===== src/rtl/fifo_uart_tx.sv =====
// UART transmitter that drains a show-ahead FIFO. It pops one word per frame
// and shifts it out as start, DATA_WIDTH data bits (LSB first), then stop.
module fifo_uart_tx #(
   parameter int DATA_WIDTH = 8,
   parameter int OVERSAMPLE = 16,
   parameter int SB_TICK    = 16
) (
   input  logic                  clk,
   input  logic                  reset_n,
   input  logic                  s_tick,
   input  logic                  empty,
   input  logic [DATA_WIDTH-1:0] r_data,
   output logic                  rd,
   output logic                  tx,
   output logic                  tx_busy,
   output logic                  tx_done_tick
);

   localparam int TMAX = (OVERSAMPLE > SB_TICK) ? OVERSAMPLE : SB_TICK;
   localparam int TW   = (TMAX > 1) ? $clog2(TMAX) : 1;
   localparam int BW   = (DATA_WIDTH > 1) ? $clog2(DATA_WIDTH) : 1;

   localparam logic [TW-1:0] OS_LAST  = TW'(OVERSAMPLE - 1);
   localparam logic [TW-1:0] SB_LAST  = TW'(SB_TICK - 1);
   localparam logic [TW-1:0] TICK_ONE = TW'(1);
   localparam logic [BW-1:0] BIT_LAST = BW'(DATA_WIDTH - 1);
   localparam logic [BW-1:0] BIT_ONE  = BW'(1);

   typedef enum logic [1:0] {
      IDLE  = 2'd0,
      START = 2'd1,
      DATA  = 2'd2,
      STOP  = 2'd3
   } state_t;

   state_t                r_state;
   logic [TW-1:0]         r_tick;
   logic [BW-1:0]         r_bit;
   logic [DATA_WIDTH-1:0] r_shift;
   logic                  r_tx;
   logic                  r_done;

   logic                  w_pop;
   logic [DATA_WIDTH-1:0] w_shift_nxt;

   // Gating with reset_n keeps the FIFO from being popped while held in reset.
   assign w_pop        = reset_n && (r_state == IDLE) && !empty;
   assign w_shift_nxt  = r_shift >> 1;
   assign rd           = w_pop;
   assign tx           = r_tx;
   assign tx_busy      = (r_state != IDLE);
   assign tx_done_tick = r_done;

   // Frame sequencer: state, baud tick/bit counters, shift register and registered line.
   always_ff @(posedge clk or negedge reset_n) begin
      if (!reset_n) begin
         r_state <= IDLE;
         r_tick  <= '0;
         r_bit   <= '0;
         r_shift <= '0;
         r_tx    <= 1'b1;
         r_done  <= 1'b0;
      end else begin
         r_done <= 1'b0;
         case (r_state)
            IDLE: begin
               r_tx <= 1'b1;
               if (w_pop) begin
                  r_shift <= r_data;
                  r_tick  <= '0;
                  r_tx    <= 1'b0;
                  r_state <= START;
               end
            end
            START: begin
               if (s_tick) begin
                  if (r_tick == OS_LAST) begin
                     r_tick  <= '0;
                     r_bit   <= '0;
                     r_tx    <= r_shift[0];
                     r_state <= DATA;
                  end else begin
                     r_tick <= r_tick + TICK_ONE;
                  end
               end
            end
            DATA: begin
               if (s_tick) begin
                  if (r_tick == OS_LAST) begin
                     r_tick  <= '0;
                     r_shift <= w_shift_nxt;
                     if (r_bit == BIT_LAST) begin
                        r_tx    <= 1'b1;
                        r_state <= STOP;
                     end else begin
                        r_bit <= r_bit + BIT_ONE;
                        r_tx  <= w_shift_nxt[0];
                     end
                  end else begin
                     r_tick <= r_tick + TICK_ONE;
                  end
               end
            end
            STOP: begin
               r_tx <= 1'b1;
               if (s_tick) begin
                  if (r_tick == SB_LAST) begin
                     r_tick  <= '0;
                     r_done  <= 1'b1;
                     r_state <= IDLE;
                  end else begin
                     r_tick <= r_tick + TICK_ONE;
                  end
               end
            end
            default: begin
               r_tx    <= 1'b1;
               r_state <= IDLE;
            end
         endcase
      end
   end

endmodule


===== config.mk =====
export PLATFORM = sky130hd
export DESIGN_NAME = fifo_uart_tx
export DESIGN_NICKNAME = d
export VERILOG_FILES = /design/src/rtl/fifo_uart_tx.sv
export SDC_FILE = /design/constraint.sdc
export NUM_CORES = 1
export LEC_CHECK = 0
export ABC_AREA = 1
export CORE_ASPECT_RATIO = 1.4
export CORE_MARGIN = 10
export CORE_UTILIZATION = 45
export CTS_CLUSTER_SIZE = 40
export DETAILED_ROUTE_END_ITERATION = 8
export PLACE_DENSITY = 0.68
export SYNTH_ARGS = -nofsm -noshare
export SYNTH_HDL_FRONTEND = slang
export SYNTH_SLANG_ARGS = --single-unit

===== constraint.sdc =====
create_clock -name clk -period 1.69 [get_ports clk]
set_input_delay 0.338 -clock clk [delete_from_list [all_inputs] [get_ports clk]]
set_output_delay 0.338 -clock clk [all_outputs]
set_load 0.02 [all_outputs]

Yosys cells after proc, flatten, opt, wreduce, memory -nomap -nowiden
Cells that the tools add are included.
{ "word_totals": {"inputBits": 12, "ff_bits": 19, "out_inout_bits": 4} }
{ "classes": {"n_reduce_logical": 13, "n_addsub": 2, "eq_ne": 15, "muxes": 33} }
{ "op_table": {"columns": ["operator", "n"], "rows": [
  ["$mux W8", 3],
  ["$ne A2 B2 Y1 const B", 9],
  ["$mux W2", 8],
  ["$pmux W8 S2", 1],
  ["$mux W3", 5],
  ["$mux W4", 3],
  ["$mux W1", 9],
  ["$pmux W2 S4", 1],
  ["$pmux W4 S2", 1],
  ["$reduce_and A4 Y1", 2],
  ["$reduce_and A8 Y1", 1],
  ["$pmux W3 S2", 1],
  ["$reduce_and A6 Y1", 1],
  ["$reduce_bool A2 Y1", 3],
  ["$add A4 B1 Y4 const B", 1],
  ["$eq A2 B2 Y1 const B", 2],
  ["$eq A4 B4 Y1 const B", 1],
  ["$pmux W1 S4", 1],
  ["$add A3 B1 Y3 const B", 1],
  ["$eq A3 B3 Y1 const B", 1],
  ["$reduce_or A3 Y1", 1],
  ["$eq A2 B1 Y1 const B", 1],
  ["$logic_and A1 B1 Y1", 2],
  ["$logic_not A2 Y1", 1],
  ["other kinds (3)", 3]
]} }

Longest topological paths before layout
{ "logic_depth": {"ltp_word": 5, "depth_mapped": 8, "ltp_nobuf": 8} }

Worst setup path after synthesis
No wires, ideal clock.
{ "synth_timing": {"kind": "register to register", "from": "register r_state[0]", "to": "register r_shift[7]", "setup_slack_ps": 314, "synth_period_minus_slack_ps": 1376, "n_path_buf": 0, "required_ps": 1573, "path_stages_with_launch": 9, "setup_ps": 117, "t_arrival_ps": 1259, "cell_sequence": "dfrtp_1 -> inv_1 -> ha_1 -> inv_2 -> a21oi_2 -> nor2_4 -> nand2_4 -> nand2_1 -> nand2_1"} }
{ "synth_between": {"elab_chain_len": 5, "word_cells_on_any_way": 10, "classes_between": "4 x eq/ne; 1 x mux; 5 x reduce/logical"} }
{ "synth_rtl": {"columns": ["item", "line_no", "rtl"], "rows": [
  ["start, declared", "36", "state_t r_state;"],
  ["start signal, assigned", "57", "r_state <= IDLE;"],
  ["start signal, assigned", "72", "r_state <= START;"],
  ["start signal, assigned", "81", "r_state <= DATA;"],
  ["$logic_not A2 Y1", "47, 65", null],
  ["$logic_and A1 B1 Y1 (2 in series)", "47", "assign w_pop = reset_n && (r_state == IDLE) && !empty;"],
  ["$ne A2 B2 Y1 (no line)", null, null],
  ["$reduce_and A4 Y1 (no line)", null, null],
  ["end signal, assigned", "69", "r_shift <= r_data;"],
  ["end signal, assigned", "91", "r_shift <= w_shift_nxt;"],
  ["end, declared", "39", "logic [DATA_WIDTH-1:0] r_shift;"]
]} }
Parallel ways exist; a longest one is shown, timed or not.
A chain may end at the register's enable or synchronous reset.

Worst setup path after layout
{ "layout_timing": {"from": "register r_state[1]", "to": "output port rd"} }
{ "layout_between": {"elab_chain_len": 3} }
{ "layout_rtl": {"columns": ["item", "line_no", "rtl"], "rows": [
  ["$logic_not A2 Y1", "47", null],
  ["$logic_and A1 B1 Y1 (2 in series)", "47", null],
  ["end, declared", "13", "output logic rd,"]
]} }
No other way between the ends.

==> flow_summary.json <==
{
  "worstPathArrival_ns": 1.29,
  "ys_top_cells_by_count": "62 x nand2_1, 18 x dfrtp_1, 17 x nand3_1, 11 x inv_1, 7 x ha_1",
  "cts_buffer_depth": 2,
  "syn_inst": 142,
  "synth_area_leaders": "dfrtp_1 42%, nand2_1 21%, ha_1 8.1%",
  "cts_tree": "built",
  "clkPwrFrac_pct": 9.9,
  "drv_slew": 0,
  "worst_pin_slew_ns": 0.266,
  "cts_setup_buffers": 0,
  "grt_pass1_vias": 1043,
  "synth_top_area_cell": "dfrtp_1",
  "path_max_fanout": 2,
  "startpoint_type": "flip-flop",
  "fp-row-count": 21,
  "dpl.cell_count": 196,
  "ctsRootBufferMaster": "clkbuf_4",
  "wire_per_inst_um": 12.3,
  "via_per_inst": 5.13,
  "cts_resized": 9,
  "switching_share_pct": 44.3,
  "core_mm2": 0.00234,
  "finClkSkew_ns": 0.00339,
  "hp-class": "in2async",
  "die-area_mm2": 0.00480,
  "ctsHtreeMaxLevel": 1,
  "synth-seq-cells": 19,
  "die_w_um": 61.5,
  "numCtsBuffers": 3,
  "peakVddDrop_mv": 0.884,
  "drcViolationCount": 0,
  "leakage_nw": 0.777,
  "drt-initial-drc-count": 22,
  "m1WireLength_um": 1020,
  "drtPass1Iterations": 4,
  "p_per_area_mw_per_mm2": 1680,
  "die_h_um": 78.1,
  "yosysTopAreaCellShare_pct": 41.6,
  "clkTransAtPathRegs_ns": 0.10,
  "final_nets": 197,
  "synth_ff_type": "dfrtp_1",
  "p_seq_share_pct": 31.4,
  "final_layout_size_suffix_gt1_share_pct": 19.8,
  "initial_utilization_pct": 46.3,
  "ant_nets": 0,
  "seq_area_frac_synth_pct": 44.0,
  "synth_edf_count": 0,
  "grt_max_degree": 21,
  "clock_sinks": 19,
  "ys_warn_count": 0,
  "cts_hold_buffers": 0,
  "fin_crit_ns": 1.63,
  "synth_fp_nets": 161,
  "criticalPathCategory": "reg2out",
  "grt_antenna_before_repair": 0,
  "diodes": 0,
  "grt_pass1_wl_um": 4240,
  "setup_viol": 0,
  "highest_layer": "met4",
  "final_cell_count_no_fill": 200,
  "worst_setup_path_end_kind": "output port",
  "globalplace.congestion": 0.789,
  "clkLatencyLatePin_ns": 0.30,
  "grt_usage_pct": 11.2,
  "required_ns": 1.35,
  "grt_overflow_total": 0,
  "io_pins": 16,
  "num_vias": 1026,
  "synthDistinctLibCells": 22,
  "power.internal_mw": 1.32,
  "maxCapViolCount": 0,
  "finalCritPeriodShare_pct": 96.6,
  "dp_hpwl_um": 1910,
  "p_comb_share_pct": 58.7,
  "power_switching_mw": 1.05,
  "status": "finished, final reports clean",
  "area_growth_pct": 30.1,
  "max_clock_freq_mhz": 612,
  "finalHoldViolations": 0,
  "synth-async-reset-ratio_pct": 100,
  "syn_area_per_cell_um2": 7.63,
  "drt_wl_total_um": 2470,
  "met3_length_um": 157,
  "io_buffer_count": 15,
  "fin_util_pct": 60.3,
  "wl_met2_um": 1250,
  "yosysMostFrequentCell": "nand2_1",
  "timing.slew.headroom_pct": 82.3,
  "syn-cell-area_mm2": 0.00108
}
## cells by family (layout without fill, tap and decap cells)
group	after synthesis	count (layout)	synth area share, %
XOR/XNOR	2	2	1.62
adder cells (fa/ha/maj)	7	7	8.08
buffers and inverters	14	49	5.20
AO/OA/AOI/OAI	7	7	3.58
AND/OR/NAND/NOR	93	93	37.5
flip-flops	19	19	44.0
## metrics by stage
step | setup slack, ns | power, mW | setup TNS [ns] | cell area [um2] | hold WS (ns)
2_1_floorplan | 0.314 | 1.60 | 0 | 1080 | 0.0424
3_3_place_gp | -0.259 | 2.09 | -0.839 | 1380 | 0.454
3_5_place_dp | -0.285 | 2.14 | -1.07 | 1380 | 0.464
4_1_cts | 0.0199 | 2.36 | 0 | 1400 | 0.430
5_1_grt | -0.0324 | 2.60 | -0.0833 | 1410 | 0.463
6_report | 0.0571 | 2.37 | 0 | 1410 | 0.440
## metal layers
metal	GRT usage, %	vias to the layer above
li1	-	517
met2	19.8	24
met1	11.6	481
met4	5.38	0
met3	3.06	4
met5	0	-
## cell type report
type / instances / area, um2
timing repair buffer: 32 / 269
clock buffer: 4 / 26.3
inverter: 13 / 48.8
tap: 23 / 28.8
sequential: 19 / 477
multi-input combinational: 109 / 561
fill: 222 / 928
## critical path: stages, from the launching register on
cell and delay [ns]:
dfrtp_1 0.40, inv_1 0.10, ha_2 0.20, nand3_2 0.10, inv_2 0.07, buf_4 0.13
## cell usage in the layout, fill, tap and decap left out, types with 2 or more instances in the layout
cell type / n
buf_4: 18
nand4_1: 2
ha_2: 2
nand2_1: 62
nand3_1: 16
o21ai_0: 2
clkdlybuf4s50_1: 12
clkbuf_4: 3
o21ai_1: 3
nor2_1: 6
inv_1: 10
ha_1: 5
inv_2: 3
dfrtp_1: 18
## power by group through the flow
stage,registers (mW),clock network (mW),logic [mW]
after floorplan,0.753,0,0.843
after global placement,0.742,0,1.34
after detailed placement,0.754,0,1.39
after CTS,0.745,0.244,1.37
after global routing,0.763,0.259,1.57
final,0.744,0.234,1.39
## flip-flops by register name, summed over array words and instances (netlist names)
name and cells:
r_bit 3, r_shift 8, r_state 2, r_tick 4
tx 1, tx_done_tick 1
## final timing paths
path | start | to | slack, ns | cells after the start
hold reg to reg | r_shift[5]$_DFFE_PN0P_ | r_shift[5]$_DFFE_PN0P_ | 0.49 | 2
setup reg to reg | r_state[1]$_DFFE_PN0P_ | r_shift[3]$_DFFE_PN0P_ | 0.09 | 10
max in group asynchronous | reset_n | tx$_DFFE_PN1P_ | 0.98 | 2
setup / recovery | r_state[1]$_DFFE_PN0P_ | rd | 0.06 | 5
min in group clk | r_shift[5]$_DFFE_PN0P_ | r_shift[5]$_DFFE_PN0P_ | 0.49 | 2
hold / removal | reset_n | tx_done_tick$_DFF_PN0_ | 0.44 | 2
Power figures use the tool's default switching activity.
